<file path="config.mk">
export PLATFORM = sky130hd
export DESIGN_NAME = prog_timer
export DESIGN_NICKNAME = d
export VERILOG_FILES = /design/src/rtl/prog_timer_pkg.sv /design/src/rtl/prog_timer_time_base.sv /design/src/rtl/prog_timer.sv
export SDC_FILE = /design/constraint.sdc
export NUM_CORES = 1
export LEC_CHECK = 0
export ABC_AREA = 1
export BUFFER_PORTS_ARGS = -buffer_cell sky130_fd_sc_hd__buf_2
export CAP_MARGIN = 30
export CELL_PAD_IN_SITES_DETAIL_PLACEMENT = 1
export CELL_PAD_IN_SITES_GLOBAL_PLACEMENT = 2
export CORE_MARGIN = 3
export CORE_UTILIZATION = 31
export DETAILED_ROUTE_END_ITERATION = 16
export GPL_TIMING_DRIVEN = 1
export HOLD_SLACK_MARGIN = 0.05
export PLACE_DENSITY = 0.73
export REMOVE_ABC_BUFFERS = 1
export SETUP_SLACK_MARGIN = 0.2
export SYNTH_ARGS = -nofsm -noshare
export SYNTH_HDL_FRONTEND = slang
export SYNTH_HIERARCHICAL = 1
export SYNTH_SLANG_ARGS = --single-unit
</file>
<file path="constraint.sdc">
create_clock -name clk -period 2.1 [get_ports clk]
set_clock_uncertainty 0.05 [all_clocks]
set_input_delay 0 -clock clk [delete_from_list [all_inputs] [get_ports clk]]
set_output_delay 0 -clock clk [all_outputs]
set_load 0.01 [all_outputs]
</file>
<file path="src/rtl/prog_timer_pkg.sv">
// Shared types and constants for the programmable timer peripheral.
package prog_timer_pkg;

  // Tick base select codes
  typedef enum logic [1:0] {
    BASE_MS    = 2'b00,
    BASE_TENTH = 2'b01,
    BASE_SEC   = 2'b10,
    BASE_MIN   = 2'b11
  } base_e;

  // Completion behaviour
  typedef enum logic {
    MODE_ONESHOT  = 1'b0,
    MODE_PERIODIC = 1'b1
  } mode_e;

  // Channel FSM states
  typedef enum logic [1:0] {
    S_IDLE = 2'b00,
    S_RUN  = 2'b01,
    S_DONE = 2'b10
  } state_e;

  // Per-channel configuration payload
  typedef struct packed {
    base_e base;
    mode_e mode;
  } ch_cfg_t;

  // Cascade ratios of the time base
  localparam int unsigned MS_PER_TENTH  = 100;
  localparam int unsigned TENTH_PER_SEC = 10;
  localparam int unsigned SEC_PER_MIN   = 60;

  // Tick vector layout: {min, sec, tenth, ms}
  localparam int unsigned N_TICKS = 4;

  // Pick the tick matching a channel's base
  function automatic logic sel_tick(input base_e base, input logic [N_TICKS-1:0] ticks);
    logic t;
    t = 1'b0;
    case (base)
      BASE_MS:    t = ticks[0];
      BASE_TENTH: t = ticks[1];
      BASE_SEC:   t = ticks[2];
      BASE_MIN:   t = ticks[3];
      default:    t = 1'b0;
    endcase
    return t;
  endfunction

endpackage

</file>
<file path="src/rtl/prog_timer_time_base.sv">
// Shared time base: cascaded prescalers producing ms / tenth-s / s / min ticks.
module prog_timer_time_base
  import prog_timer_pkg::*;
#(
  parameter int unsigned CLK_HZ = 24_000_000
) (
  input  logic clk,
  input  logic reset,
  output logic ms_tick_o,
  output logic tenth_tick_o,
  output logic sec_tick_o,
  output logic min_tick_o
);

  localparam int unsigned DIV   = CLK_HZ / 1000;
  localparam int unsigned PRE_W = (DIV > 1) ? $clog2(DIV) : 1;
  localparam int unsigned MS_W  = $clog2(MS_PER_TENTH);
  localparam int unsigned TN_W  = $clog2(TENTH_PER_SEC);
  localparam int unsigned SC_W  = $clog2(SEC_PER_MIN);

  logic [PRE_W-1:0] pre_q, pre_d;
  logic [MS_W-1:0]  ms_cnt_q, ms_cnt_d;
  logic [TN_W-1:0]  tn_cnt_q, tn_cnt_d;
  logic [SC_W-1:0]  sc_cnt_q, sc_cnt_d;
  logic ms_c, tenth_c, sec_c, min_c;

  // Terminal-count detection and counter advance; coincident ticks share a cycle
  always_comb begin
    ms_c     = (pre_q == PRE_W'(DIV - 1));
    tenth_c  = ms_c && (ms_cnt_q == MS_W'(MS_PER_TENTH - 1));
    sec_c    = tenth_c && (tn_cnt_q == TN_W'(TENTH_PER_SEC - 1));
    min_c    = sec_c && (sc_cnt_q == SC_W'(SEC_PER_MIN - 1));
    pre_d    = ms_c ? '0 : pre_q + PRE_W'(1);
    ms_cnt_d = ms_cnt_q;
    tn_cnt_d = tn_cnt_q;
    sc_cnt_d = sc_cnt_q;
    if (ms_c)    ms_cnt_d = tenth_c ? '0 : ms_cnt_q + MS_W'(1);
    if (tenth_c) tn_cnt_d = sec_c   ? '0 : tn_cnt_q + TN_W'(1);
    if (sec_c)   sc_cnt_d = min_c   ? '0 : sc_cnt_q + SC_W'(1);
  end

  // Counter state and registered tick outputs
  always_ff @(posedge clk) begin
    if (reset) begin
      pre_q        <= '0;
      ms_cnt_q     <= '0;
      tn_cnt_q     <= '0;
      sc_cnt_q     <= '0;
      ms_tick_o    <= 1'b0;
      tenth_tick_o <= 1'b0;
      sec_tick_o   <= 1'b0;
      min_tick_o   <= 1'b0;
    end else begin
      pre_q        <= pre_d;
      ms_cnt_q     <= ms_cnt_d;
      tn_cnt_q     <= tn_cnt_d;
      sc_cnt_q     <= sc_cnt_d;
      ms_tick_o    <= ms_c;
      tenth_tick_o <= tenth_c;
      sec_tick_o   <= sec_c;
      min_tick_o   <= min_c;
    end
  end

endmodule

</file>
<file path="src/rtl/prog_timer.sv">
// Multi-channel programmable timer: shared time base plus N_CH tick-counting channels.
module prog_timer
  import prog_timer_pkg::*;
#(
  parameter int unsigned CLK_HZ = 24_000_000,
  parameter int unsigned N_CH   = 4,
  parameter int unsigned CNT_W  = 6,
  localparam int unsigned CH_W  = (N_CH > 1) ? $clog2(N_CH) : 1
) (
  input  logic             clk,
  input  logic             reset,
  input  logic             we,
  input  logic [CH_W-1:0]  wch,
  input  logic [1:0]       wbase,
  input  logic             wmode,
  input  logic [CNT_W-1:0] wumbral,
  input  logic [N_CH-1:0]  start,
  input  logic [N_CH-1:0]  stop,
  input  logic [N_CH-1:0]  clr,
  input  logic [CH_W-1:0]  rch,
  output logic [CNT_W-1:0] rcount,
  output logic [N_CH-1:0]  running,
  output logic [N_CH-1:0]  timer_end,
  output logic [N_CH-1:0]  end_pulse
);

  localparam int unsigned N_RD = 1 << CH_W;
  localparam int unsigned CW1  = CNT_W + 1;

  logic ms_tick, tenth_tick, sec_tick, min_tick;
  logic [N_TICKS-1:0] ticks;
  logic [CNT_W-1:0] cnt_arr [N_RD];

  prog_timer_time_base #(
    .CLK_HZ(CLK_HZ)
  ) u_time_base (
    .clk          (clk),
    .reset        (reset),
    .ms_tick_o    (ms_tick),
    .tenth_tick_o (tenth_tick),
    .sec_tick_o   (sec_tick),
    .min_tick_o   (min_tick)
  );

  assign ticks = {min_tick, sec_tick, tenth_tick, ms_tick};

  for (genvar i = 0; i < N_CH; i++) begin : g_ch
    state_e           state_q, state_d;
    ch_cfg_t          cfg_q, cfg_d;
    logic [CNT_W-1:0] cnt_q, cnt_d;
    logic [CNT_W-1:0] umbral_q, umbral_d;
    logic             end_q, end_d;
    logic             pulse_q, pulse_d;
    logic             wsel_c, tick_c, done_c;

    // Writes to channels beyond N_CH never match any instance
    assign wsel_c = we && (wch == CH_W'(i));
    assign tick_c = sel_tick(cfg_q.base, ticks);

    // Channel next state: stop > start > tick, clr > completion for the sticky flag
    always_comb begin
      state_d  = state_q;
      cfg_d    = cfg_q;
      cnt_d    = cnt_q;
      umbral_d = umbral_q;
      end_d    = end_q;
      pulse_d  = 1'b0;
      done_c   = 1'b0;
      if (wsel_c) begin
        cfg_d    = '{base: base_e'(wbase), mode: mode_e'(wmode)};
        umbral_d = wumbral;
      end
      if (stop[i]) begin
        state_d = S_IDLE;
      end else if (start[i]) begin
        state_d = S_RUN;
        cnt_d   = '0;
      end else if (state_q == S_RUN) begin
        if ((umbral_q == '0) ||
            (tick_c && ((CW1'(cnt_q) + CW1'(1)) >= CW1'(umbral_q)))) begin
          done_c  = 1'b1;
          pulse_d = 1'b1;
          if (cfg_q.mode == MODE_PERIODIC) begin
            cnt_d = '0;
          end else begin
            state_d = S_DONE;
            cnt_d   = umbral_q;
          end
        end else if (tick_c) begin
          cnt_d = cnt_q + CNT_W'(1);
        end
      end
      if (clr[i]) end_d = 1'b0;
      else if (done_c) end_d = 1'b1;
    end

    // Channel state register
    always_ff @(posedge clk) begin
      if (reset) begin
        state_q  <= S_IDLE;
        cfg_q    <= '{base: BASE_MS, mode: MODE_ONESHOT};
        cnt_q    <= '0;
        umbral_q <= '0;
        end_q    <= 1'b0;
        pulse_q  <= 1'b0;
      end else begin
        state_q  <= state_d;
        cfg_q    <= cfg_d;
        cnt_q    <= cnt_d;
        umbral_q <= umbral_d;
        end_q    <= end_d;
        pulse_q  <= pulse_d;
      end
    end

    assign running[i]   = (state_q == S_RUN);
    assign timer_end[i] = end_q;
    assign end_pulse[i] = pulse_q;
    assign cnt_arr[i]   = cnt_q;
  end

  // Unpopulated read slots return zero
  for (genvar p = N_CH; p < N_RD; p++) begin : g_pad
    assign cnt_arr[p] = '0;
  end

  assign rcount = cnt_arr[rch];

endmodule

</file>
======== Word level (Yosys, flattened, before mapping) ========
Index checks and enable logic that the tools add are counted.
word-level totals
  bits of input ports ..................... 28
  word-level logic and storage cells ...... 216
  output and inout port bits .............. 18
  bits in registers ....................... 112
cells by class
  reduce and logical (&&, ||, !) cells .... 61
  muxes and demuxes ....................... 62
  bitwise gates (word level) .............. 9
  magnitude comparators ................... 5
  $add $sub $neg .......................... 12
  eq/ne operators ......................... 27
operators with widths
  kind                                                              count
  6-bit two-way mux                                                 23
  3-bit AND reduction                                               12
  1-bit two-way mux                                                 32
  6-bit by 1-bit adder with 6-bit output (second input constant)    5
  6-bit by 1-bit adder with 7-bit output (second input constant)    4
  7-bit by 6-bit greater-or-equal comparator with 1-bit output      4
  6-bit zero test                                                   4
  2-bit == test (second input constant)                             10
  2-bit by 1-bit == test with 1-bit output (second input constant)  9
  2-bit OR reduction                                                9
  1-bit case mux with 4 select lines                                4
  2-bit nonzero test                                                8
  15-bit by 1-bit adder with 15-bit output (second input constant)  1
  15-bit == test (second input constant)                            1
  6-bit binary-select mux with 2-bit select                         1
  3-bit nonzero test                                                4
  3-bit OR reduction                                                4
  1-bit logical AND                                                 11
  2-bit zero test                                                   5
  2-bit != test (second input constant)                             4
  1-bit NOT                                                         8
  7-bit by 1-bit adder with 7-bit output (second input constant)    1
  7-bit == test (second input constant)                             1
  7-bit two-way mux                                                 1
  7 further kinds                                                   10

======== Depth between registers and ports, before layout ========
Gate-level depths: netlist of the first run.
  depth in word-level cells ............... 8
  gate-level depth with buffers ........... 15
  mapped depth without buffers ............ 15

======== Cells and area by module ========
Netlist of the first run, hierarchy kept.
by module, submodules not included
  module                cells each  instances  area each (µm²)
  prog_timer            682         1          4668.2
  prog_timer_time_base  251         1          1875.5

======== Worst setup path after synthesis of the first run ========
Ideal clock, no wire load.
  path kind ............................... reg2reg
  start point ............................. register g_ch[3].cnt_q[0]
  end point ............................... register g_ch[3].cnt_q[0]
  slack ................................... 4 ps
  setup time .............................. 132 ps
  data arrival time ....................... 1914 ps
  stages on the path, launching flop included .. 14
  required time ........................... 1918 ps
  clock period less this slack ............ 2096 ps
  path through ............................ dfxtp_1 nand3_1 nand3b_1 xor2_1 inv_1 ha_1 a21oi_1 nand3_1 nor2_1 nand2_4 nand2_2 nand2_1 nand3_1 a21oi_1
on the way
  longest elaborated chain between the ends .. 7
  elaborated cells on any way between the ends .. 11
RTL lines
  what                                                          RTL line           RTL
  from (decl)                                                   prog_timer.sv:50   logic [CNT_W-1:0] cnt_q, cnt_d;
  from (signal assigned)                                        prog_timer.sv:109  cnt_q <= cnt_d;
  6-bit by 1-bit adder with 7-bit output                        prog_timer.sv:80   (tick_c && ((CW1'(cnt_q) + CW1'(1)) >= CW1'(umbral_q)))) begin
  7-bit by 6-bit greater-or-equal comparator with 1-bit output  prog_timer.sv:80
  1-bit logical AND                                             prog_timer.sv:80
  1-bit logical OR                                              prog_timer.sv:79   if ((umbral_q == '0) ||
  6-bit two-way mux                                             prog_timer.sv:79
  6-bit two-way mux                                             prog_timer.sv:78   end else if (state_q == S_RUN) begin
  6-bit two-way mux                                             prog_timer.sv:75   end else if (start[i]) begin
Several ways; a longest one is shown, not always the timed one. The select of a mux whose other input is x is not followed.
A chain may end at the register's enable or synchronous reset.

======== Worst setup path after layout of the first run ========
  start point ............................. register g_ch[0].cnt_q[1]
  end point ............................... register g_ch[0].cnt_q[1]
on the way
  longest elaborated chain between the ends .. 7
  elaborated cells on any way between the ends .. 11
RTL lines
  what                                                          RTL line
  from (decl)                                                   prog_timer.sv:50
  from (signal assigned)                                        prog_timer.sv:109
  6-bit by 1-bit adder with 7-bit output                        prog_timer.sv:80
  7-bit by 6-bit greater-or-equal comparator with 1-bit output  prog_timer.sv:80
  1-bit logical AND                                             prog_timer.sv:80
  1-bit logical OR                                              prog_timer.sv:79
  6-bit two-way mux                                             prog_timer.sv:79
  6-bit two-way mux                                             prog_timer.sv:78
  6-bit two-way mux                                             prog_timer.sv:75
Several ways; a longest one is shown, not always the timed one. The select of a mux whose other input is x is not followed.

==> results of run 1 <==
-- sequential cells by signal, summed over array words and instances (netlist names) --
name	cells
u_time_base/sec_tick_o	1
u_time_base/sc_cnt_q	6
u_time_base/tn_cnt_q	4
u_time_base/pre_q	15
u_time_base/ms_cnt_q	7
u_time_base/min_tick_o	1
g_ch.state_q	8
u_time_base/ms_tick_o	1
g_ch.umbral_q	24
u_time_base/tenth_tick_o	1
g_ch.pulse_q	4
g_ch.cfg_q	12
g_ch.end_q	4
g_ch.cnt_q	24
-- worst max-delay path, stage by stage (launching register included) --
cell     delay (ps)
dfxtp_4         400
ha_4            150
nand3_4          70
xor2_2          210
ha_1            310
nand2_1          80
nand2_1          50
nand2_1          70
nand3_2          90
nor2_4          150
nand2_8         110
nand2_8         120
nand2_1          80
nand3_2          80
a21oi_2          60
-- metrics by stage --
step / setup slack, ps / power, mW
floorplan: 19.4 / 2.75
global placement: -221 / 3.00
detailed placement: -224 / 3.01
CTS: -38.0 / 4.92
global route: -198 / 5.31
finish: -98.8 / 5.03
-- layer usage --
metal	track usage (%)	wire (µm)	vias to the layer above
met5	0	0	-
met4	3.67	215	0
met3	3.08	428	15
met2	29.9	10000	49
met1	24.7	10100	3060
li1	-	-	3263
-- layout by cell type, fill, tap and decap left out, drive strengths merged, types with 4 or more instances in the layout --
cell / Yosys / final
nand2: 232 / 233
o21ai: 59 / 59
ha: 33 / 33
a21oi: 81 / 81
buf: 10 / 112
dlygate4sd3: 0 / 23
nand4: 17 / 17
inv: 128 / 132
dfxtp: 112 / 112
clkbuf: 12 / 9
nor3: 9 / 9
nand3b: 5 / 5
nand3: 92 / 92
xor2: 16 / 16
nor2: 104 / 104
nor3b: 4 / 4
o22ai: 7 / 7
-- cell type report --
| type | instances | area share [%] |
|---|---|---|
| Multi-Input combinational cell | 671 | 51.2 |
| Sequential cell | 112 | 25.5 |
| Timing Repair Buffer | 135 | 10.9 |
| Inverter | 129 | 5.42 |
| Tap cell | 270 | 3.78 |
| Clock buffer | 9 | 2.52 |
| Clock inverter | 6 | 0.574 |
-- how the worst max path moves through the flow --
stage                                       start                         endpoint  slack, ps  cells past startpoint
floorplan           g_ch[3].cnt_q[0]$_SDFFE_PP0P_  g_ch[3].state_q[1]$_SDFFE_PP0P_         20                     13
global placement    g_ch[1].cnt_q[0]$_SDFFE_PP0P_    g_ch[1].cnt_q[5]$_SDFFE_PP0P_       -220                     15
detailed placement  g_ch[1].cnt_q[0]$_SDFFE_PP0P_    g_ch[1].cnt_q[2]$_SDFFE_PP0P_       -220                     15
CTS                 g_ch[3].cnt_q[0]$_SDFFE_PP0P_    g_ch[3].cnt_q[4]$_SDFFE_PP0P_        -40                     13
global route        g_ch[0].cnt_q[1]$_SDFFE_PP0P_    g_ch[0].cnt_q[1]$_SDFFE_PP0P_       -200                     14
finish              g_ch[0].cnt_q[1]$_SDFFE_PP0P_    g_ch[0].cnt_q[1]$_SDFFE_PP0P_       -100                     14
-- repair_timing --
item                                    CTS  global route
gates cloned                              1             0
pin swaps                                39            55
hold buffers                             23             0
buffers inserted                          8             8
endpoints found under the hold margin    76             0
resized for setup                       108            99
endpoints found under the setup margin   40            47
-- kinds of logic (layout without fill, tap and decap cells) --
group / after synthesis / in the layout / share of synthesized area [%]
buffers and inverters: 151 / 279 / 9.29
adder cells (fa/ha/maj): 33 / 33 / 6.31
XOR/XNOR: 16 / 16 / 2.14
flip-flops: 112 / 112 / 34.3
AO/OA/AOI/OAI: 151 / 151 / 11.9
AND/OR/NAND/NOR: 470 / 471 / 36.1
-- synth_stat cells (2+ instances only) --
| cell | instances |
|---|---|
| a21oi_1 | 81 |
| and3_1 | 2 |
| buf_4 | 9 |
| clkbuf_1 | 12 |
| dfxtp_1 | 112 |
| ha_1 | 33 |
| inv_1 | 122 |
| inv_2 | 6 |
| nand2_1 | 196 |
| nand2_2 | 20 |
| nand2_4 | 16 |
| nand3_1 | 84 |
| nand3_2 | 8 |
| nand3b_1 | 5 |
| nand4_1 | 17 |
| nor2_1 | 79 |
| nor2_2 | 16 |
| nor2_4 | 7 |
| nor2_8 | 2 |
| nor3_1 | 5 |
| nor3_4 | 4 |
| nor3b_1 | 4 |
| o21ai_0 | 59 |
| o22ai_1 | 7 |
| or2_2 | 3 |
| xor2_1 | 16 |
-- power breakdown --
group	internal [mW]	total [mW]	switching [mW]
sequential	2.16	2.21	0.0428
combinational	0.388	1.10	0.713
clock	0.824	1.72	0.896
==> results.sh, run 1 <==
export IMPL_violations="negative setup slack"
export IMPL_yosysTopAreaCellShare_pct=34.3
export IMPL_powerDensity_nw_per_um2=563
export IMPL_io_pins=46
export IMPL_placed_area_um2=7380
export IMPL_postSynthCellCount=933
export IMPL_r2r_slack_ps=-100
export IMPL_port_buffers=45
export IMPL_worstMarginPinSlew_ps=641
export IMPL_timing_fmax_mhz=455
export IMPL_drv_cap=0
export IMPL_finalCritPeriodShare_pct=105
export IMPL_hold_class="in2reg"
export IMPL_wl_per_cell_um=15.6
export IMPL_dp_hpwl_um=14600
export IMPL_vdd_ir_drop_max_mv=0.368
export IMPL_holdPathStages=4
export IMPL_setup_viol=24
export IMPL_avgSynthCellArea_um2=7.01
export IMPL_rows=52
export IMPL_clk_pin_slew_ps=80
export IMPL_drc=0
export IMPL_drt_total_wl_um=20700
export IMPL_die_area_um2=22900
export IMPL_fin_tns_setup_ps=-982
export IMPL_final_antenna_net_count=0
export IMPL_yosys_register_bits=112
export IMPL_cts_path_max_buffers=2
export IMPL_ys_seq_area_share_pct=34.3
export IMPL_worst_slack_ps=-98.8
export IMPL_final_hold_viol_count=0
export IMPL_cts_buffers=9
export IMPL_nFillCells=2528
export IMPL_synthDistinctLibCells=34
export IMPL_htreeDepth=3
export IMPL_r2r_cells=14
export IMPL_area_growth_syn_to_layout_pct=36.5
export IMPL_overflow=0
export IMPL_r2r_end="g_ch[0].cnt_q[1]$_SDFFE_PP0P_"
export IMPL_die_y_um=151
export IMPL_fin_area_um2=8930
export IMPL_crit_type="reg2reg"
export IMPL_crit_path_end_kind="flip-flop"
export IMPL_antenna_cells=0
export IMPL_via_per_inst=4.80
export IMPL_rsz0062_at_grt="true"
export IMPL_synth_edf_count=0
export IMPL_leakage_nw=3.74
export IMPL_yosys_top_cells_area="dfxtp_1 34%, nand2_1 11%, inv_1 7.0%"
export IMPL_grt_pass1_wl_um=32700
export IMPL_firstDrtPassIters=4
export IMPL_multi_input_area_um2=4580
export IMPL_clkLatencyLatePin_ps=360
export IMPL_slew_violations=0
export IMPL_start_util_pct=31.9
export IMPL_register_area_um2=2280
export IMPL_slew_headroom_pct=57.2
export IMPL_vias=6387
export IMPL_synth_top_cell_by_area="dfxtp_1"
export IMPL_synth_area_um2=6540
export IMPL_core_area_um2=20500
export IMPL_outcome="finished with violations"
export IMPL_dieWidth_um=151
export IMPL_holdWs_ps=119
export IMPL_crit_arrival_ps=2400
export IMPL_grt_start_max_net_pins=39
export IMPL_period_needed_ps=2200
export IMPL_reg2reg_from="g_ch[0].cnt_q[1]$_SDFFE_PP0P_"
export IMPL_cts_sinks=112
export IMPL_hold_start="wch[0]"
export IMPL_track_usage_pct=18.0
export IMPL_antenna_found_initial=0
export IMPL_placedCellCount=1277
export IMPL_final_cells=1332
export IMPL_nets=1119
export IMPL_cp_start_kind="flip-flop"
export IMPL_worstPathMaxFanout=8
export IMPL_drive_gt1_share_pct=33.8
export IMPL_grt_pass1_vias=6297
export IMPL_drt_iter0_drc=158
export IMPL_yosysWarnings=6
export IMPL_holdPathEnd="g_ch[3].cfg_q[1]$_SDFFE_PP0P_"
export IMPL_fin_util_pct=43.6
export IMPL_root_buffer="clkbuf_16"
export IMPL_async_reset_ff_share_pct=0
export IMPL_cts_tree="done"
export IMPL_dominantRegCellSynth="dfxtp_1"
export IMPL_gp_congestion=0.843
export IMPL_required_ps=2300
Power figures use the tool's default switching activity.
==> run 2, diff against run 1 <==
Settings changed: PLACE_DENSITY 0.73 to default, PLACE_DENSITY_LB_ADDON from default to 0.1.
==> run 2 against run 1 <==
- the run still ends with negative setup slack left
- non-clock buffer count stayed put
- final area is 0.80% lower
- clock power is 7% higher
- count of clock-buffer cells in the layout is 1 higher
==> results.sh, run 2 (synthesis gave the netlist of run 1 again) <==
export IMPL_crit_arrival_ps=2370
export IMPL_crit_type="reg2reg"
export IMPL_crit_path_end_kind="flip-flop"
export IMPL_cts_buffers=9
export IMPL_antenna_found_initial=2
export IMPL_final_hold_viol_count=0
export IMPL_placed_area_um2=7380
export IMPL_worst_slack_ps=-33.2
export IMPL_clkLatencyLatePin_ps=360
export IMPL_finalCritPeriodShare_pct=102
export IMPL_dp_hpwl_um=14500
export IMPL_slew_violations=0
export IMPL_fin_area_um2=8860
export IMPL_nFillCells=2533
export IMPL_final_cell_mix="165 x nand2_1, 117 x inv_1, 97 x dfxtp_1"
export IMPL_fin_tns_setup_ps=-94.6
export IMPL_cts_sinks=112
export IMPL_timing_fmax_mhz=469
export IMPL_port_buffers=45
export IMPL_powerDensity_nw_per_um2=576
export IMPL_nets=1119
export IMPL_worstMarginPinSlew_ps=610
export IMPL_grt_pass1_vias=6468
export IMPL_io_pins=46
export IMPL_slew_headroom_pct=59.2
export IMPL_drc=0
export IMPL_htreeDepth=3
export IMPL_wl_per_cell_um=14.9
export IMPL_antenna_cells=0
export IMPL_drive_gt1_share_pct=32.6
export IMPL_gp_congestion=0.759
export IMPL_dieWidth_um=151
export IMPL_crit_path_top_delay_cell="dfxtp_4"
export IMPL_vias=6270
export IMPL_area_growth_syn_to_layout_pct=35.4
export IMPL_root_buffer="clkbuf_16"
export IMPL_top_regs="g_ch.cnt_q x24, g_ch.umbral_q x24, u_time_base/pre_q x15"
export IMPL_setup_viol=8
export IMPL_worstPathMaxFanout=6
export IMPL_final_common_cell="nand2_1"
export IMPL_rows=52
export IMPL_drv_cap=0
export IMPL_leakage_nw=3.73
export IMPL_vdd_ir_drop_max_mv=0.335
export IMPL_cts_path_max_buffers=2
export IMPL_clk_pin_slew_ps=80
export IMPL_overflow=0
export IMPL_cp_slowest_stage_delay_ps=370
export IMPL_grt_pass1_wl_um=32900
export IMPL_grt_start_max_net_pins=46
export IMPL_via_per_inst=4.70
export IMPL_hold_class="in2reg"
export IMPL_rsz0062_at_grt="true"
export IMPL_period_needed_ps=2130
export IMPL_start_util_pct=31.9
export IMPL_drt_iter0_drc=187
export IMPL_cp_start_kind="flip-flop"
export IMPL_required_ps=2340
export IMPL_core_area_um2=20500
export IMPL_track_usage_pct=18.0
export IMPL_die_area_um2=22900
export IMPL_path_delay_family="simple AND/OR/NAND/NOR gates"
export IMPL_firstDrtPassIters=4
export IMPL_final_antenna_net_count=0
export IMPL_outcome="finished with violations"
export IMPL_crit_chain="ha_4 > buf_4 > xor2_2 > ha_4 > nand3_1 > nand3_2 > nand3_4 > nand2_4 > nand2_8 > nand2_2 > nand3_2 > a21oi_2"
export IMPL_violations="negative setup slack"
export IMPL_worst_path_buf_inv=1
export IMPL_cts_tree="done"
export IMPL_die_y_um=151
export IMPL_drt_total_wl_um=19900
## run 2: cell count changes in the layout (fill, tap and decap cells not counted), moves of 3 or more
cell and delta:
a21oi_2 -9, nand2_2 +6, a21oi_1 +9, nand3_1 +3, dfxtp_2 +3, nand2_4 -4
## run 2: per-stage QoR
step | std cells | power [mW] | hold WS [ps] | worst slack, ps | util, %
detailed placement | 1279 | 3.00 | 116 | -322 | 36.0
finish | 1333 | 5.10 | 54.5 | -33.2 | 43.2
floorplan | 911 | 2.75 | 16.9 | 19.4 | -
global placement | 1279 | 3.00 | 113 | -298 | 36.0
CTS | 1325 | 5.02 | 51.1 | -44.2 | 41.1
global route | 1333 | 5.38 | 94.6 | -168 | 43.2
## run 2: routing by layer
metal / part of all wire [%] / track usage (%) / wire, µm
met5: 0.14 / 0 / 27
met4: 1.4 / 5.12 / 287
met3: 1.8 / 2.18 / 364
met2: 48 / 31.2 / 9620
met1: 48 / 23.6 / 9610
## run 2: cell type report
cell class	count	area, µm²	area share [%]
repair buffers	135	972	11.0
clock buffers	10	239	2.70
well taps	270	338	3.81
inverters	129	484	5.47
flip-flops and latches	112	2280	25.7
multi-input cells	671	4480	50.6
clock inverters	6	66.3	0.748
## run 2: path summary, 6_finish.rpt
| path | cells after the start | endpoint | slack [ps] | startpoint |
|---|---|---|---|---|
| setup / recovery | 12 | g_ch[1].cnt_q[4]$_SDFFE_PP0P_ | -30 | g_ch[1].cnt_q[1]$_SDFFE_PP0P_ |
| hold reg to reg | 1 | u_time_base/pre_q[0]$_SDFF_PP0_ | 410 | u_time_base/pre_q[0]$_SDFF_PP0_ |
| setup reg to reg | 12 | g_ch[1].cnt_q[4]$_SDFFE_PP0P_ | -30 | g_ch[1].cnt_q[1]$_SDFFE_PP0P_ |
| hold / removal | 4 | g_ch[2].umbral_q[0]$_SDFFE_PP0P_ | 50 | wch[0] |
## run 2: power breakdown
| group | total, mW | internal (mW) | switching, mW |
|---|---|---|---|
| registers | 2.20 | 2.16 | 0.0401 |
| logic | 1.06 | 0.381 | 0.677 |
| clock network | 1.84 | 0.966 | 0.872 |
## run 2: tightest hold or removal path, cell delays in order
cell	delay, ps
buf_2	120
nor2_1	80
o21ai_0	160
nor2_1	50
## run 2: timing repair
| item | CTS | global route |
|---|---|---|
| gates resized for setup | 106 | 79 |
| pin swaps | 38 | 51 |
| gates cloned | 1 | 0 |
| hold buffers | 22 | 0 |
| hold endpoints to repair | 81 | 0 |
| buffers inserted | 7 | 8 |
| setup endpoints to repair | 40 | 45 |
